--- src/rtl/i2cm_s2p_buf.sv ---
// rtl/i2cm_s2p_buf.sv - serial-to-parallel word assembler with single-entry holding register
module i2cm_s2p_buf #(
    parameter int DW        = 8,
    parameter int LSB_FIRST = 0,
    localparam int CW       = $clog2(DW)
) (
    input  logic          clk,
    input  logic          rst,
    input  logic          i_shift_en,
    input  logic          i_data_ser,
    input  logic          i_clr,
    input  logic          i_rd_ack,
    input  logic          i_ovr_clr,
    output logic [DW-1:0] o_data_par,
    output logic          o_data_vld,
    output logic [CW-1:0] o_bit_cnt,
    output logic          o_busy,
    output logic          o_ovr
);

    typedef enum logic {IDLE, RCV} state_t;

    state_t          state_q, state_d;
    logic [DW-1:0]   sr_q, sr_d, sr_shift;
    logic [CW-1:0]   cnt_q, cnt_d;
    logic [DW-1:0]   par_q;
    logic            vld_q, ovr_q, busy_q;
    logic            complete, accept, overrun;

    always_ff @(posedge clk or posedge rst) begin
        if (rst) begin
            state_q <= IDLE;
            sr_q    <= '0;
            cnt_q   <= '0;
            busy_q  <= 1'b0;
        end else begin
            state_q <= state_d;
            sr_q    <= sr_d;
            cnt_q   <= cnt_d;
            busy_q  <= (state_d == RCV);
        end
    end

    // i_clr outranks i_shift_en, so an aborted cycle can never complete a word.
    always_comb begin
        sr_shift = (LSB_FIRST != 0) ? {i_data_ser, sr_q[DW-1:1]}
                                    : {sr_q[DW-2:0], i_data_ser};
        sr_d     = sr_q;
        cnt_d    = cnt_q;
        state_d  = state_q;
        complete = 1'b0;
        if (i_clr) begin
            sr_d    = '0;
            cnt_d   = '0;
            state_d = IDLE;
        end else if (i_shift_en) begin
            sr_d = sr_shift;
            if (cnt_q == CW'(DW - 1)) begin
                cnt_d    = '0;
                state_d  = IDLE;
                complete = 1'b1;
            end else begin
                cnt_d   = cnt_q + CW'(1);
                state_d = RCV;
            end
        end
    end

    // A pop in the completing cycle frees the slot, so the new word is taken instead of dropped.
    assign accept  = complete && (!vld_q || i_rd_ack);
    assign overrun = complete && vld_q && !i_rd_ack;

    always_ff @(posedge clk or posedge rst) begin
        if (rst) begin
            par_q <= '0;
            vld_q <= 1'b0;
            ovr_q <= 1'b0;
        end else begin
            if (accept) begin
                par_q <= sr_shift;
                vld_q <= 1'b1;
            end else if (i_rd_ack) begin
                vld_q <= 1'b0;
            end
            if (overrun) begin
                ovr_q <= 1'b1;
            end else if (i_ovr_clr) begin
                ovr_q <= 1'b0;
            end
        end
    end

    assign o_data_par = par_q;
    assign o_data_vld = vld_q;
    assign o_bit_cnt  = cnt_q;
    assign o_busy     = busy_q;
    assign o_ovr      = ovr_q;

endmodule
--- config.mk ---
export PLATFORM = sky130hd
export DESIGN_NAME = i2cm_s2p_buf
export DESIGN_NICKNAME = d
export VERILOG_FILES = /design/src/rtl/i2cm_s2p_buf.sv
export SDC_FILE = /design/constraint.sdc
export NUM_CORES = 1
export LEC_CHECK = 0
export CELL_PAD_IN_SITES_DETAIL_PLACEMENT = 0
export CELL_PAD_IN_SITES_GLOBAL_PLACEMENT = 2
export CORE_MARGIN = 2
export CORE_UTILIZATION = 32
export CTS_CLUSTER_SIZE = 12
export DETAILED_ROUTE_END_ITERATION = 6
export PLACE_DENSITY_LB_ADDON = 0.1
export SETUP_SLACK_MARGIN = 0.5
export SLEW_MARGIN = 20
export SYNTH_ARGS = -nofsm -noshare
export SYNTH_HDL_FRONTEND = slang
export SYNTH_SLANG_ARGS = --single-unit
--- constraint.sdc ---
create_clock -name clk -period 1.95 [get_ports clk]
set_input_delay 0.4875 -clock clk [delete_from_list [all_inputs] [get_ports clk]]
set_output_delay 0.4875 -clock clk [all_outputs]
set_load 0.01 [all_outputs]
==> flow_metrics.tcl <==
set metrics [dict create \
    seqPwrFrac_pct 62.4 \
    leakagePower_nw 0.657 \
    maxCapViolCount 0 \
    fin_nets 108 \
    drcViolationCount 0 \
    critPathCaptureType "flop" \
    max_freq_mhz 663 \
    hp-class "primary input to asynchronous set/reset pin" \
    grt_start_max_net_pins 22 \
    diodes 0 \
    clkPwrFrac_pct 27.9 \
    cts_tree "done" \
    clk_latency_ns 0.29 \
    fill_cells 272 \
    cp_data_arrival_time_ns 1.69 \
    numCtsBuffers 3 \
    swShare_pct 22.2 \
    power.combinational.fraction_pct 9.7 \
    dp_cells 115 \
    power.net_switching_mw 0.159 \
    yosysMostFrequentCell "dfrtp_1" \
    synthCells 64 \
    power_density_mw_per_mm2 585 \
    seqCellArea_sq_um 526 \
    synth.distinct_cells 16 \
    htreeDepth 1 \
    std_cell_rows 19 \
    synth_area_leaders "dfrtp_1 58%, mux2_4 13%, mux2i_1 9.9%" \
    synth-async-reset-ratio_pct 100 \
    r2r_slack_ns 0.44 \
    die_area_sq_mm 0.00328 \
    gp_congestion 0.664 \
    cts_sinks 21 \
    syn_nets 73 \
    drt_iter0_markers 2 \
    total_power_mw 0.718 \
    clock_tree.root_cell "clkbuf_4" \
    ios 21 \
    crit_path_start_kind "primary input" \
    grt_pass1_wl_microns 2840 \
    worst_pin_slew_ns 0.278 \
    grt_antenna_before_repair 0 \
    postRouteAntennaNets 0 \
    grt_pass1_vias 601 \
    die_w_microns 57.2 \
    skew_ns 0.00421 \
    syn-mean-instance-area_sq_um 14.2 \
    drive_above_1_share_pct 41.8 \
    post-route-min-period_ns 1.51 \
    crit_required_ns 2.13 \
    timing.final.crit_share_pct 77.3 \
    setup_viol 0 \
    netlist_top_cells_count "21 x dfrtp_1, 10 x nor2_1, 9 x mux2i_1" \
    die_h_microns 57.2 \
    synth_area_sq_um 907 \
    grt_usage_pct 11.2 \
    wl_microns 1610 \
    multi_input_area_sq_um 377 \
    synth-main-ff-cell "dfrtp_1" \
    ys_seq_area_share_pct 57.9 \
    synth_top_area_share_pct 57.9 \
    routed_via_density 4.28 \
    dr.pass1.iters 4 \
    dp_hpwl_microns 1080 \
    design.core.area_sq_mm 0.00273 \
    clk_pin_slew_ns 0.11 \
    hold_buffers 0 \
    setup_tns_ns 0 \
    finalHoldViolations 0 \
    critical_path_class "primary input to flop" \
    overflow 0 \
    clockBufferDepth 2 \
    initial_utilization_pct 33.2 \
    ys_seq_elements 21 \
    routedWlPerCell_microns 12.5 \
    yosys.area.top_type "dfrtp_1" \
    finalCoreUtilization_pct 44.9 \
    maxSlewHeadroom_pct 81.5 \
    grt_setup_unrepaired "true" \
    slew_violations 0 \
    ir_drop_uv 327 \
    ys_warn_count 0 \
    synth_enable_flop_cells 0 \
    cp_max_fo 8 \
    vias 552 \
    internal_power_mw 0.558 \
    syn2layout_area_growth_pct 35.3 \
    outcome "complete, no violations" \
    portBuffers 20 \
    stdcell_count 129 \
]
state kept, by name, indices dropped and copies added, names as in the netlist:
name,cells
sr_q,7
o_busy,1
o_data_vld,1
o_data_par,8
o_ovr,1
o_bit_cnt,3
critical path, cell delays in order:
cell and delay, ns:
clkdlybuf4s50_1 0.45, nand2b_1 0.14, nor2b_4 0.17, buf_12 0.14, mux2_4 0.29
worst paths after layout:
| kind | startpoint | end | cells past startpoint |
|---|---|---|---|
| min in group clk | sr_q[6]$_DFFE_PP0P_ | o_data_par[7]$_DFFE_PP0P_ | 1 |
| hold / removal | rst | sr_q[4]$_DFFE_PP0P_ | 3 |
| max in group asynchronous | rst | sr_q[0]$_DFFE_PP0P_ | 3 |
| setup / recovery | i_rd_ack | o_data_par[0]$_DFFE_PP0P_ | 5 |
| setup reg to reg | o_bit_cnt[0]$_DFFE_PP0P_ | o_data_par[0]$_DFFE_PP0P_ | 7 |
| hold reg to reg | sr_q[6]$_DFFE_PP0P_ | o_data_par[7]$_DFFE_PP0P_ | 1 |
metrics by stage:
| stage | setup WS (ns) | cell area, sq um | hold slack (ns) |
|---|---|---|---|
| global placement | 0.0449 | 1160 | 0.506 |
| global route | 0.375 | 1230 | 0.537 |
| finish | 0.442 | 1230 | 0.509 |
| floorplan | 0.456 | 922 | 0.464 |
| detailed placement | 0.0304 | 1160 | 0.497 |
| CTS | 0.447 | 1270 | 0.509 |
layout make-up:
| class | instances | share of cell area [%] |
|---|---|---|
| Clock buffer | 4 | 2.14 |
| Multi-Input combinational cell | 38 | 30.7 |
| Inverter | 2 | 0.612 |
| Tap cell | 31 | 3.16 |
| Timing Repair Buffer | 33 | 20.6 |
| Sequential cell | 21 | 42.8 |
placed cells by master, fill, tap and decap left out, drive strengths merged:
master         count
a21oi              1
buf               14
clkbuf            15
clkdlybuf4s15      1
clkdlybuf4s50      6
dfrtp             21
dlygate4sd2        1
ha                 2
inv                2
mux2               9
mux2i              9
nand2              1
nand2b             3
nand3b             1
nor2              10
nor2b              1
o22ai              1
logic make-up (layout without fill, tap and decap cells):
family	Yosys count	count (layout)	synth area share, %
adders and majority gates	2	2	2.76
muxes	18	18	24.4
AOI/OAI and AO/OA	2	2	1.24
DFF	21	21	57.9
buffers and inverters	5	39	3.31
and+or+nand+nor	16	16	10.3
layer usage:
metal / up-vias / global-route usage [%] / part of all wire, %
met4: 0 / 4.98 / 0.99
met3: 2 / 2.49 / 6.0
met2: 13 / 15.8 / 43
li1: 281 / - / -
met5: - / 0 / 0
met1: 256 / 16.6 / 50
power groups by stage:
stage	Sequential (mW)	Combinational (mW)	Clock [mW]
final	0.448	0.0693	0.200
after global routing	0.449	0.0774	0.233
after CTS	0.448	0.0717	0.211
after detailed placement	0.456	0.0673	0
after floorplan	0.458	0.0312	0
after global placement	0.456	0.0672	0
what timing repair did:
action | in CTS | in global routing
gates resized for setup | 30 | 12
buffers inserted | 8 | 2
endpoints found under the setup margin | 23 | 21
Power figures use the tool's default switching activity.
